`config.mk`:
```
export PLATFORM = sky130hd
export DESIGN_NAME = reg_file_dumper
export DESIGN_NICKNAME = d
export VERILOG_FILES = /design/src/rtl/reg_file_dumper_pkg.sv /design/src/rtl/reg_file_dumper.sv
export SDC_FILE = /design/constraint.sdc
export NUM_CORES = 1
export LEC_CHECK = 0
export BUFFER_PORTS_ARGS = -buffer_cell sky130_fd_sc_hd__buf_4
export CAP_MARGIN = 20
export CORE_UTILIZATION = 45
export CTS_BUF_LIST = sky130_fd_sc_hd__clkbuf_8
export DETAILED_ROUTE_END_ITERATION = 10
export GPL_ROUTABILITY_DRIVEN = 0
export GPL_TIMING_DRIVEN = 0
export PLACE_DENSITY = 0.86
export SYNTH_ARGS = -nofsm -noshare
export SYNTH_HDL_FRONTEND = slang
export SYNTH_SLANG_ARGS = --single-unit
```
`constraint.sdc`:
```
create_clock -name clk -period 1.3 [get_ports clk]
set_input_delay 0.065 -clock clk [delete_from_list [all_inputs] [get_ports clk]]
set_output_delay 0.065 -clock clk [all_outputs]
set_load 0.005 [all_outputs]
```
`src/rtl/reg_file_dumper_pkg.sv`:
```
// Shared constants and FSM encoding for the register-file dump engine.
// The geometry matches the 9-bit, 4-entry processor register file.
package reg_file_dumper_pkg;

  localparam int DATA_W = 9;
  localparam int ADDR_W = 2;
  localparam int NREGS  = 4;
  localparam int IDX_W  = ADDR_W + 1;

  // out_idx value that tags the checksum word (one past the last register)
  localparam logic [IDX_W-1:0] CHK_IDX = IDX_W'(NREGS);

  // Last address walked; the dump finishes after this register is handed off
  localparam logic [ADDR_W-1:0] LAST_ADDR = ADDR_W'(NREGS - 1);

  typedef enum logic [2:0] {
    ST_IDLE = 3'd0,
    ST_READ = 3'd1,
    ST_SEND = 3'd2,
    ST_SUM  = 3'd3,
    ST_DONE = 3'd4
  } state_t;

endpackage

```
`src/rtl/reg_file_dumper.sv`:
```
// Debug read-out engine on a spare register-file read port.
// A start pulse in IDLE walks addresses 0..NREGS-1, snapshots each register
// and streams it out on a valid/ready interface tagged with its index.
// Optional checksum word enabled by defining REG_FILE_DUMPER_CHKSUM_EN:
// after the last register an extra word (idx = NREGS) carries the modulo
// 2**DATA_W sum of all captured words.
// Every output is driven straight from a flop; out_ready only steers the
// next-state logic.
module reg_file_dumper
  import reg_file_dumper_pkg::*;
(
  input  logic              clk,
  input  logic              rst,        // asynchronous, active low
  input  logic              start,
  output logic              busy,
  output logic              done,
  output logic [ADDR_W-1:0] rd_addr,
  input  logic [DATA_W-1:0] rd_data,
  output logic              out_valid,
  input  logic              out_ready,
  output logic [DATA_W-1:0] out_data,
  output logic [IDX_W-1:0]  out_idx
);

  state_t              r_state;
  state_t              w_state_next;
  logic                r_busy;
  logic                w_busy_next;
  logic                r_done;
  logic                w_done_next;
  logic [ADDR_W-1:0]   r_rd_addr;
  logic [ADDR_W-1:0]   w_rd_addr_next;
  logic                r_out_valid;
  logic                w_out_valid_next;
  logic [DATA_W-1:0]   r_out_data;
  logic [DATA_W-1:0]   w_out_data_next;
  logic [IDX_W-1:0]    r_out_idx;
  logic [IDX_W-1:0]    w_out_idx_next;
  logic                w_handshake;

`ifdef REG_FILE_DUMPER_CHKSUM_EN
  logic [DATA_W-1:0]   r_acc;
  logic [DATA_W-1:0]   w_acc_next;
`endif

  assign w_handshake = r_out_valid && out_ready;

  // Next-state and next-output decode; every register holds by default
  always_comb begin
    w_state_next     = r_state;
    w_busy_next      = r_busy;
    w_done_next      = 1'b0;
    w_rd_addr_next   = r_rd_addr;
    w_out_valid_next = r_out_valid;
    w_out_data_next  = r_out_data;
    w_out_idx_next   = r_out_idx;
`ifdef REG_FILE_DUMPER_CHKSUM_EN
    w_acc_next       = r_acc;
`endif

    case (r_state)
      ST_IDLE: begin
        if (start) begin
          w_rd_addr_next = '0;
          w_busy_next    = 1'b1;
`ifdef REG_FILE_DUMPER_CHKSUM_EN
          w_acc_next     = '0;
`endif
          w_state_next   = ST_READ;
        end
      end

      // Snapshot the register at this edge; later writes are not seen
      ST_READ: begin
        w_out_data_next  = rd_data;
        w_out_idx_next   = {1'b0, r_rd_addr};
        w_out_valid_next = 1'b1;
`ifdef REG_FILE_DUMPER_CHKSUM_EN
        w_acc_next       = r_acc + rd_data;
`endif
        w_state_next     = ST_SEND;
      end

      // Hold the word until the consumer takes it
      ST_SEND: begin
        if (w_handshake) begin
          w_out_valid_next = 1'b0;
          if (r_rd_addr == LAST_ADDR) begin
`ifdef REG_FILE_DUMPER_CHKSUM_EN
            w_state_next = ST_SUM;
`else
            w_done_next  = 1'b1;
            w_state_next = ST_DONE;
`endif
          end else begin
            w_rd_addr_next = r_rd_addr + ADDR_W'(1);
            w_state_next   = ST_READ;
          end
        end
      end

`ifdef REG_FILE_DUMPER_CHKSUM_EN
      // First cycle loads the checksum word, then wait for its handshake
      ST_SUM: begin
        if (!r_out_valid) begin
          w_out_data_next  = r_acc;
          w_out_idx_next   = CHK_IDX;
          w_out_valid_next = 1'b1;
        end else if (out_ready) begin
          w_out_valid_next = 1'b0;
          w_done_next      = 1'b1;
          w_state_next     = ST_DONE;
        end
      end
`endif

      // done is high for exactly this one cycle; restart is possible next cycle
      ST_DONE: begin
        w_busy_next    = 1'b0;
        w_rd_addr_next = '0;
        w_state_next   = ST_IDLE;
      end

      default: begin
        w_busy_next      = 1'b0;
        w_rd_addr_next   = '0;
        w_out_valid_next = 1'b0;
        w_state_next     = ST_IDLE;
      end
    endcase
  end

  // State and output registers; reset aborts any dump in progress at once
  always_ff @(posedge clk or negedge rst) begin
    if (!rst) begin
      r_state     <= ST_IDLE;
      r_busy      <= 1'b0;
      r_done      <= 1'b0;
      r_rd_addr   <= '0;
      r_out_valid <= 1'b0;
      r_out_data  <= '0;
      r_out_idx   <= '0;
    end else begin
      r_state     <= w_state_next;
      r_busy      <= w_busy_next;
      r_done      <= w_done_next;
      r_rd_addr   <= w_rd_addr_next;
      r_out_valid <= w_out_valid_next;
      r_out_data  <= w_out_data_next;
      r_out_idx   <= w_out_idx_next;
    end
  end

`ifdef REG_FILE_DUMPER_CHKSUM_EN
  // Running checksum of every word captured in the current dump
  always_ff @(posedge clk or negedge rst) begin
    if (!rst) begin
      r_acc <= '0;
    end else begin
      r_acc <= w_acc_next;
    end
  end
`endif

  assign busy      = r_busy;
  assign done      = r_done;
  assign rd_addr   = r_rd_addr;
  assign out_valid = r_out_valid;
  assign out_data  = r_out_data;
  assign out_idx   = r_out_idx;

endmodule

```
==> run_results.csv, run 1 <==
group,metric,value,unit
die,chipHeight,44.97,µm
routing,vias,650,
routing,first_pass_iters,4,
cells_and_area,drive_gt1_frac,0.5490,
critical_path,startpoint_type,"flip-flop",
clock_tree,cts_sinks,19,
grt,grtUsageMet3,0.07200,
grt,antenna_found_initial,0,
routing,drc,0,
timing,hold_viol,0,
timing,setup_viol,8,
cells_and_area,area_growth,46.84,%
timing,skew,0.006574,ns
yosys,syn_avg_cell_area,12.98,µm²
timing,tns,-0.08106,ns
critical_path,r2r_slack,-0.02,ns
placement,hpwlAfterDp,1227,µm
routing,drt_iter0_markers,14,
timing,rsz0062_at_grt,"true",
critical_path,reg2reg_from,"r_state[2]",
cells_and_area,multi_input_area,365.4,µm²
timing,fin_ws,-0.02281,ns
grt,grt_usage,0.1852,
status,violations,"setup timing",
critical_path,r2r_cells,3,
timing,finalCritPeriodShare,1.018,
power_and_ir_drop,leakage,0.6304,nW
timing,drv_slew,0,
yosys,yosysSeqAreaShare,0.5723,
die,placementRows,15,
yosys,synth-warning-count,0,
grt,grt_pass1_wl,2470,µm
placement,portBuffers,28,
die,start_util,0.4812,
clock_tree,root_buffer,"clkbuf_8",
cells_and_area,nNetsFinal,117,
critical_path,worst_ep_required_time,1.44,ns
cells_and_area,mostFrequentLayoutCell,"buf_4",
clock_tree,cts_max_path_buffers,2,
timing,fin_crit,1.323,ns
clock_tree,cts_tree,"done",
critical_path,timing.rr.end,"out_data[8]",
cells_and_area,mostFrequentLayoutCells,"buf_4 (32), dfrtp_1 (17), mux2_4 (11), inv_1 (4), nand2_1 (4)",
min_path,hp-class,"input port to flip-flop",
routing,drt-wirelength-per-cell,14.17,µm
yosys,synthDistinctLibCells,23,
yosys,ys_ff_latch,19,
critical_path,startpoint,"r_state[2]",
timing,hold_slack,0.03101,ns
grt,grt_max_degree,20,
clock_tree,cts_inserted_buffers,3,
die,core_area,0.001727,mm²
critical_path,crit_path_max_incr_delay,0.44,ns
status,status,"finished, violations left",
grt,first_global_vias,519,
clock_tree,htreeDepth,1,
critical_path,worstPathArrival,1.46,ns
grt,gr-max-usage-layer,"met2",
critical_path,critPathKind,"flip-flop to flip-flop",
power_and_ir_drop,powerDensity,851.7,mW/mm²
clock_tree,clk_latency,0.26,ns
cells_and_area,n_antenna_cell,0,
yosys,synth_area,830.8,µm²
die,die_w,44.97,µm
power_and_ir_drop,peakVddDrop,0.7986,mV
die,pin_count,30,
routing,avgViaCountPerCell,5.118,
clock_tree,clk_pin_slew,0.07,ns
cells_and_area,nFillCells,119,
cells_and_area,regArea,478.0,µm²
yosys,syn-num-nets,78,
routing,drtAntennaViolNets,0,
critical_path,cp_max_fo,5,
timing,max_freq,0.7560,GHz
critical_path,crit_chain,"nor3b_4 -> buf_6 -> mux2_4",
critical_path,critPathCaptureType,"flip-flop",
grt,gr-usage-met2,0.2870,
min_path,whs_path_depth,2,
critical_path,crit_end,"out_data[8]",
flow_run,maxCapViolCount,0,
yosys,postSynthCellCount,64,
grt,globalRouteOverflowTotal,0,
grt,gr-usage-met1,0.2173,
die,dieArea,0.002022,mm²
routing,wirelength,1800,µm
critical_path,critPathSlowestCell,"dfrtp_2",
-- cells in the mapped netlist --
library cell | number | area share
nand4_1 | 2 | 0.015
nor3b_1 | 2 | 0.018
conb_1 | 1 | 0.0045
nand2b_1 | 1 | 0.0075
nor2b_1 | 1 | 0.0075
nand3_1 | 1 | 0.0060
o21bai_1 | 2 | 0.018
a31oi_1 | 1 | 0.0075
nor2_1 | 3 | 0.014
ha_1 | 1 | 0.015
and2_1 | 1 | 0.0075
nor3b_4 | 1 | 0.023
buf_4 | 1 | 0.0090
dfrtp_1 | 19 | 0.57
o221ai_1 | 2 | 0.021
nand2_1 | 4 | 0.018
a21oi_1 | 1 | 0.0060
mux2_2 | 11 | 0.15
buf_6 | 1 | 0.014
a31oi_4 | 1 | 0.026
inv_1 | 4 | 0.018
o21ba_2 | 1 | 0.012
o21ai_0 | 2 | 0.012
-- area by class of cell --
type                       instances  share of cell area
buffer                             2             0.01538
clock buffer                       3             0.03385
clock inverter                     1            0.004103
inverter                           4             0.01231
multi-input combinational         39              0.2995
sequential                        19              0.3918
tap                               25             0.02564
timing repair buffer              34              0.2174
-- cell families after synthesis --
kind of cell / count (synthesis) / synth area share
buf+inv: 6 / 0.04066
mux: 11 / 0.1491
simple gates: 16 / 0.1160
fa+ha+maj: 1 / 0.01506
other cells: 1 / 0.004514
flops: 19 / 0.5723
compound gates: 10 / 0.1024
-- per-stage QoR --
stage	utilization	std cells	power, mW	cell area [µm²]	setup slack, ns
after floorplan	-	64	0.6065	858.3	-0.03006
after global placement	0.6370	117	0.6447	1100	-0.1160
after detailed placement	0.6370	117	0.6462	1100	-0.1328
after CTS	0.6797	124	1.058	1174	-0.02315
after global routing	0.7065	127	1.083	1220	-0.07767
final	0.7065	127	1.039	1220	-0.02281
-- sequential cells by signal, indices dropped and copies added (netlist names) --
register,count
busy,1
out_valid,1
r_state,3
out_idx,2
done,1
rd_addr,2
out_data,9
-- repair_timing --
action                                 CTS  global route
gates resized for setup                  1             9
setup buffers                            2             2
setup endpoints to repair               10            14
gates cloned                             0             1
endpoints found under the hold margin   19             0
pin swaps                                1             1
hold buffers                             1             0
-- worst max-delay path: cells and delay by family, from the launching register on --
kind                   cells  cell delay (ns)
buffers and inverters      1             0.18
DFF                        1             0.44
muxes                      1             0.30
and+or+nand+nor            1             0.28
-- metal layers --
layer | up-vias | wire length [µm]
met5 | - | 0
met4 | 0 | 34
met3 | 4 | 83
met2 | 22 | 970
met1 | 321 | 711
li1 | 303 | -
-- report_power, final --
part / leakage [nW] / switching (mW) / internal (mW) / total [mW]
combinational: 0.362 / 0.0187 / 0.0275 / 0.0462
sequential: 0.243 / 0 / 0.591 / 0.591
clock: 0.0255 / 0.189 / 0.213 / 0.402
total: 0.630 / 0.207 / 0.832 / 1.04
-- how the worst min path moves through the flow --
stage               slack [ns]  startpoint          end
global route              0.03  rd_data[0]  out_data[0]
detailed placement       -0.05         rst   out_idx[0]
floorplan                -0.23         rst         busy
CTS                       0.03  rd_data[5]  out_data[5]
global placement         -0.05         rst   out_idx[1]
finish                    0.03  rd_data[0]  out_data[0]
No activity file was read; power rests on OpenSTA's default activity.
==> run 2, diff against run 1 <==
--- a/config.mk
+++ b/config.mk
@@ -5,14 +5,15 @@
 export SDC_FILE = /design/constraint.sdc
 export NUM_CORES = 1
 export LEC_CHECK = 0
+export ABC_AREA = 1
 export BUFFER_PORTS_ARGS = -buffer_cell sky130_fd_sc_hd__buf_4
 export CAP_MARGIN = 20
-export CORE_UTILIZATION = 45
+export CORE_UTILIZATION = 46
 export CTS_BUF_LIST = sky130_fd_sc_hd__clkbuf_8
 export DETAILED_ROUTE_END_ITERATION = 10
 export GPL_ROUTABILITY_DRIVEN = 0
 export GPL_TIMING_DRIVEN = 0
-export PLACE_DENSITY = 0.86
+export PLACE_DENSITY = 0.87
 export SYNTH_ARGS = -nofsm -noshare
 export SYNTH_HDL_FRONTEND = slang
 export SYNTH_SLANG_ARGS = --single-unit
==> run 2 against run 1 <==
The flow now finishes without violations. Core utilization fell by 4.1 points. Setup slack improved by 0.11 ns. Critical path depth rose by 2. Die area increased by 3.3%. Sequential cell count stayed put. Fmax up 9.4%. Largest cell class unchanged. Global-route usage fell by 1.9 points. Via count grew 10%. Non-clock buffer count is 4 lower. Combinational power rose to 27 times the previous value. Highest routed layer is now met3. Count of clock-buffer cells in the layout stayed put. Sequential share of layout area grew 1.3 points.
==> run_results.csv, run 2 <==
group,metric,value,unit
status,status,"finished, final reports clean",
die,die_w,45.70,µm
die,chipHeight,45.70,µm
critical_path,critPathCaptureType,"flip-flop",
critical_path,reg2reg_from,"rd_addr[0]",
timing,skew,0.003207,ns
clock_tree,post_cts_resized,0,
clock_tree,clk_pin_slew,0.07,ns
die,start_util,0.4979,
grt,grt_pass1_wl,2511,µm
timing,max_freq,0.8272,GHz
timing,finalCritPeriodShare,0.9299,
yosys,async_flop_share,1.000,
timing,tns,0,ns
flow_run,maxCapViolCount,0,
clock_tree,postCtsSetupRepairBufs,0,
yosys,yosysSeqAreaShare,0.5413,
grt,globalRouteOverflowTotal,0,
die,placementRows,15,
yosys,synth_top_cell_area_share,0.5413,
grt,first_global_vias,618,
timing,fin_crit,1.209,ns
routing,vias,715,
clock_tree,htreeDepth,1,
yosys,synth-warning-count,0,
yosys,synth_area_leaders,"dfrtp_1 (54%), o21ai_2 (12%), nand2_1 (12%)",
timing,hold_viol,0,
die,pin_count,30,
min_path,hp-start,"start",
clock_tree,cts_max_path_buffers,2,
yosys,synth_enable_flop_cells,0,
cells_and_area,multi_input_area,309.0,µm²
yosys,ys.flop_type,"dfrtp_1",
timing,setup_viol,0,
die,dieArea,0.002088,mm²
cells_and_area,drive_gt1_frac,0.3984,
clock_tree,cts_sinks,19,
cells_and_area,final_util,0.6660,
cells_and_area,mostFrequentLayoutCell,"buf_4",
placement,portBuffers,28,
power_and_ir_drop,leakage,0.6458,nW
yosys,yosys.area.top_type,"dfrtp_1",
cells_and_area,nNetsFinal,143,
yosys,synthTopCellsByCount,"nand2_1 (27), dfrtp_1 (19), inv_1 (15), o21ai_2 (12)",
yosys,synth_area,878.3,µm²
critical_path,startpoint_type,"flip-flop",
clock_tree,root_buffer,"clkbuf_8",
critical_path,critPathSlowestCell,"dfrtp_1",
routing,wirelength,1528,µm
cells_and_area,largest_register_ffs,9,
routing,drt_iter0_markers,7,
yosys,syn_avg_cell_area,9.246,µm²
yosys,ys_ff_latch,19,
power_and_ir_drop,peakVddDrop,1.153,mV
min_path,hp-class,"input port to flip-flop",
critical_path,worstPathArrival,1.35,ns
grt,grt_max_degree,20,
cells_and_area,mostFrequentLayoutCells,"buf_4 (29), nand2_1 (27), dfrtp_1 (19), inv_1 (16), o21ai_2 (12)",
grt,grt_usage,0.1660,
yosys,yosysMostFrequentCell,"nand2_1",
clock_tree,cts_inserted_buffers,3,
critical_path,crit_path_frequent_cell,"nand2_1",
die,core_area,0.001764,mm²
timing,drv_slew,0,
clock_tree,clk_latency,0.25,ns
yosys,syn-num-nets,109,
yosys,synthDistinctLibCells,18,
critical_path,worst_ep_required_time,1.44,ns
yosys,postSynthCellCount,95,
cells_and_area,regArea,475.5,µm²
grt,antenna_found_initial,0,
placement,hpwlAfterDp,1209,µm
routing,drt-wirelength-per-cell,9.987,µm
critical_path,critPathKind,"flip-flop to flip-flop",
routing,first_pass_iters,4,
routing,drc,0,
cells_and_area,area_growth,33.76,%
power_and_ir_drop,fin_total_pwr,2.640,mW
critical_path,crit_chain,"ha_1 -> o21ai_2 -> nand2_1 -> nand2_1 -> nand2_1",
cells_and_area,nFillCells,159,
routing,avgViaCountPerCell,4.673,
critical_path,startpoint,"rd_addr[0]",
critical_path,cp_max_fo,5,
cells_and_area,n_antenna_cell,0,
clock_tree,cts_tree,"done",
clock_tree,postCtsHoldBufs,1,
timing,rsz0062_at_grt,"false",
routing,drtAntennaViolNets,0,
power_and_ir_drop,powerDensity,2247,mW/mm²
critical_path,crit_path_max_incr_delay,0.43,ns
==> run 2: metrics by stage <==
step	instance area (µm²)	worst slack (ns)	hold slack [ns]	std cells
finish	1175	0.09113	0.02260	153
global route	1175	0.02735	0.04491	153
CTS	1175	0.1014	0.02009	153
detailed placement	1120	0.1198	-0.05312	148
global placement	1120	0.1760	-0.05205	148
floorplan	878.3	0.2092	-0.2306	95
==> run 2: worst max-delay path, delay by kind of cell, from the launching register on <==
family | cells | cell delay (ns)
DFF | 1 | 0.43
and+or+nand+nor | 3 | 0.24
adders and majority gates | 1 | 0.25
AOI/OAI and AO/OA | 1 | 0.20
==> run 2: final timing paths <==
check / endpoint / depth (start not counted) / slack (ns)
hold reg to reg: busy / 2 / 0.48
max in group asynchronous: out_data[7] / 2 / 0.88
min in group asynchronous: r_state[2] / 2 / 0.23
setup reg to reg: rd_addr[1] / 5 / 0.09
setup / recovery: rd_addr[1] / 5 / 0.09
hold / removal: busy / 3 / 0.02
==> run 2: area by class of cell <==
cell class              instances  share of cell area
multi-input cells              56              0.2630
repair buffers                 29              0.1874
inverters                      17             0.05431
flip-flops and latches         19              0.4047
clock inverters                 1            0.003195
clock buffers                   3             0.03514
plain buffers                   3             0.02556
well taps                      25             0.02662
==> run 2: cells by family after synthesis <==
group | count (synthesis) | synth area share
DFF | 19 | 0.5413
AOI/OAI and AO/OA | 15 | 0.1396
other | 1 | 0.004269
adders and majority gates | 1 | 0.01424
buffers and inverters | 20 | 0.1068
and+or+nand+nor | 39 | 0.1937
==> run 2: power by group <==
part / switching (mW) / internal, mW
combinational: 0.623 / 0.609
sequential: 0.177 / 0.846
clock: 0.175 / 0.209
total: 0.976 / 1.66
==> run 2: routing by layer <==
metal | share of wire | routed length (µm) | GRT usage
met4 | 0 | 0 | 0.05294
met5 | 0 | 0 | 0
met3 | 0.054 | 82 | 0.02778
met1 | 0.45 | 695 | 0.2073
met2 | 0.49 | 751 | 0.2914
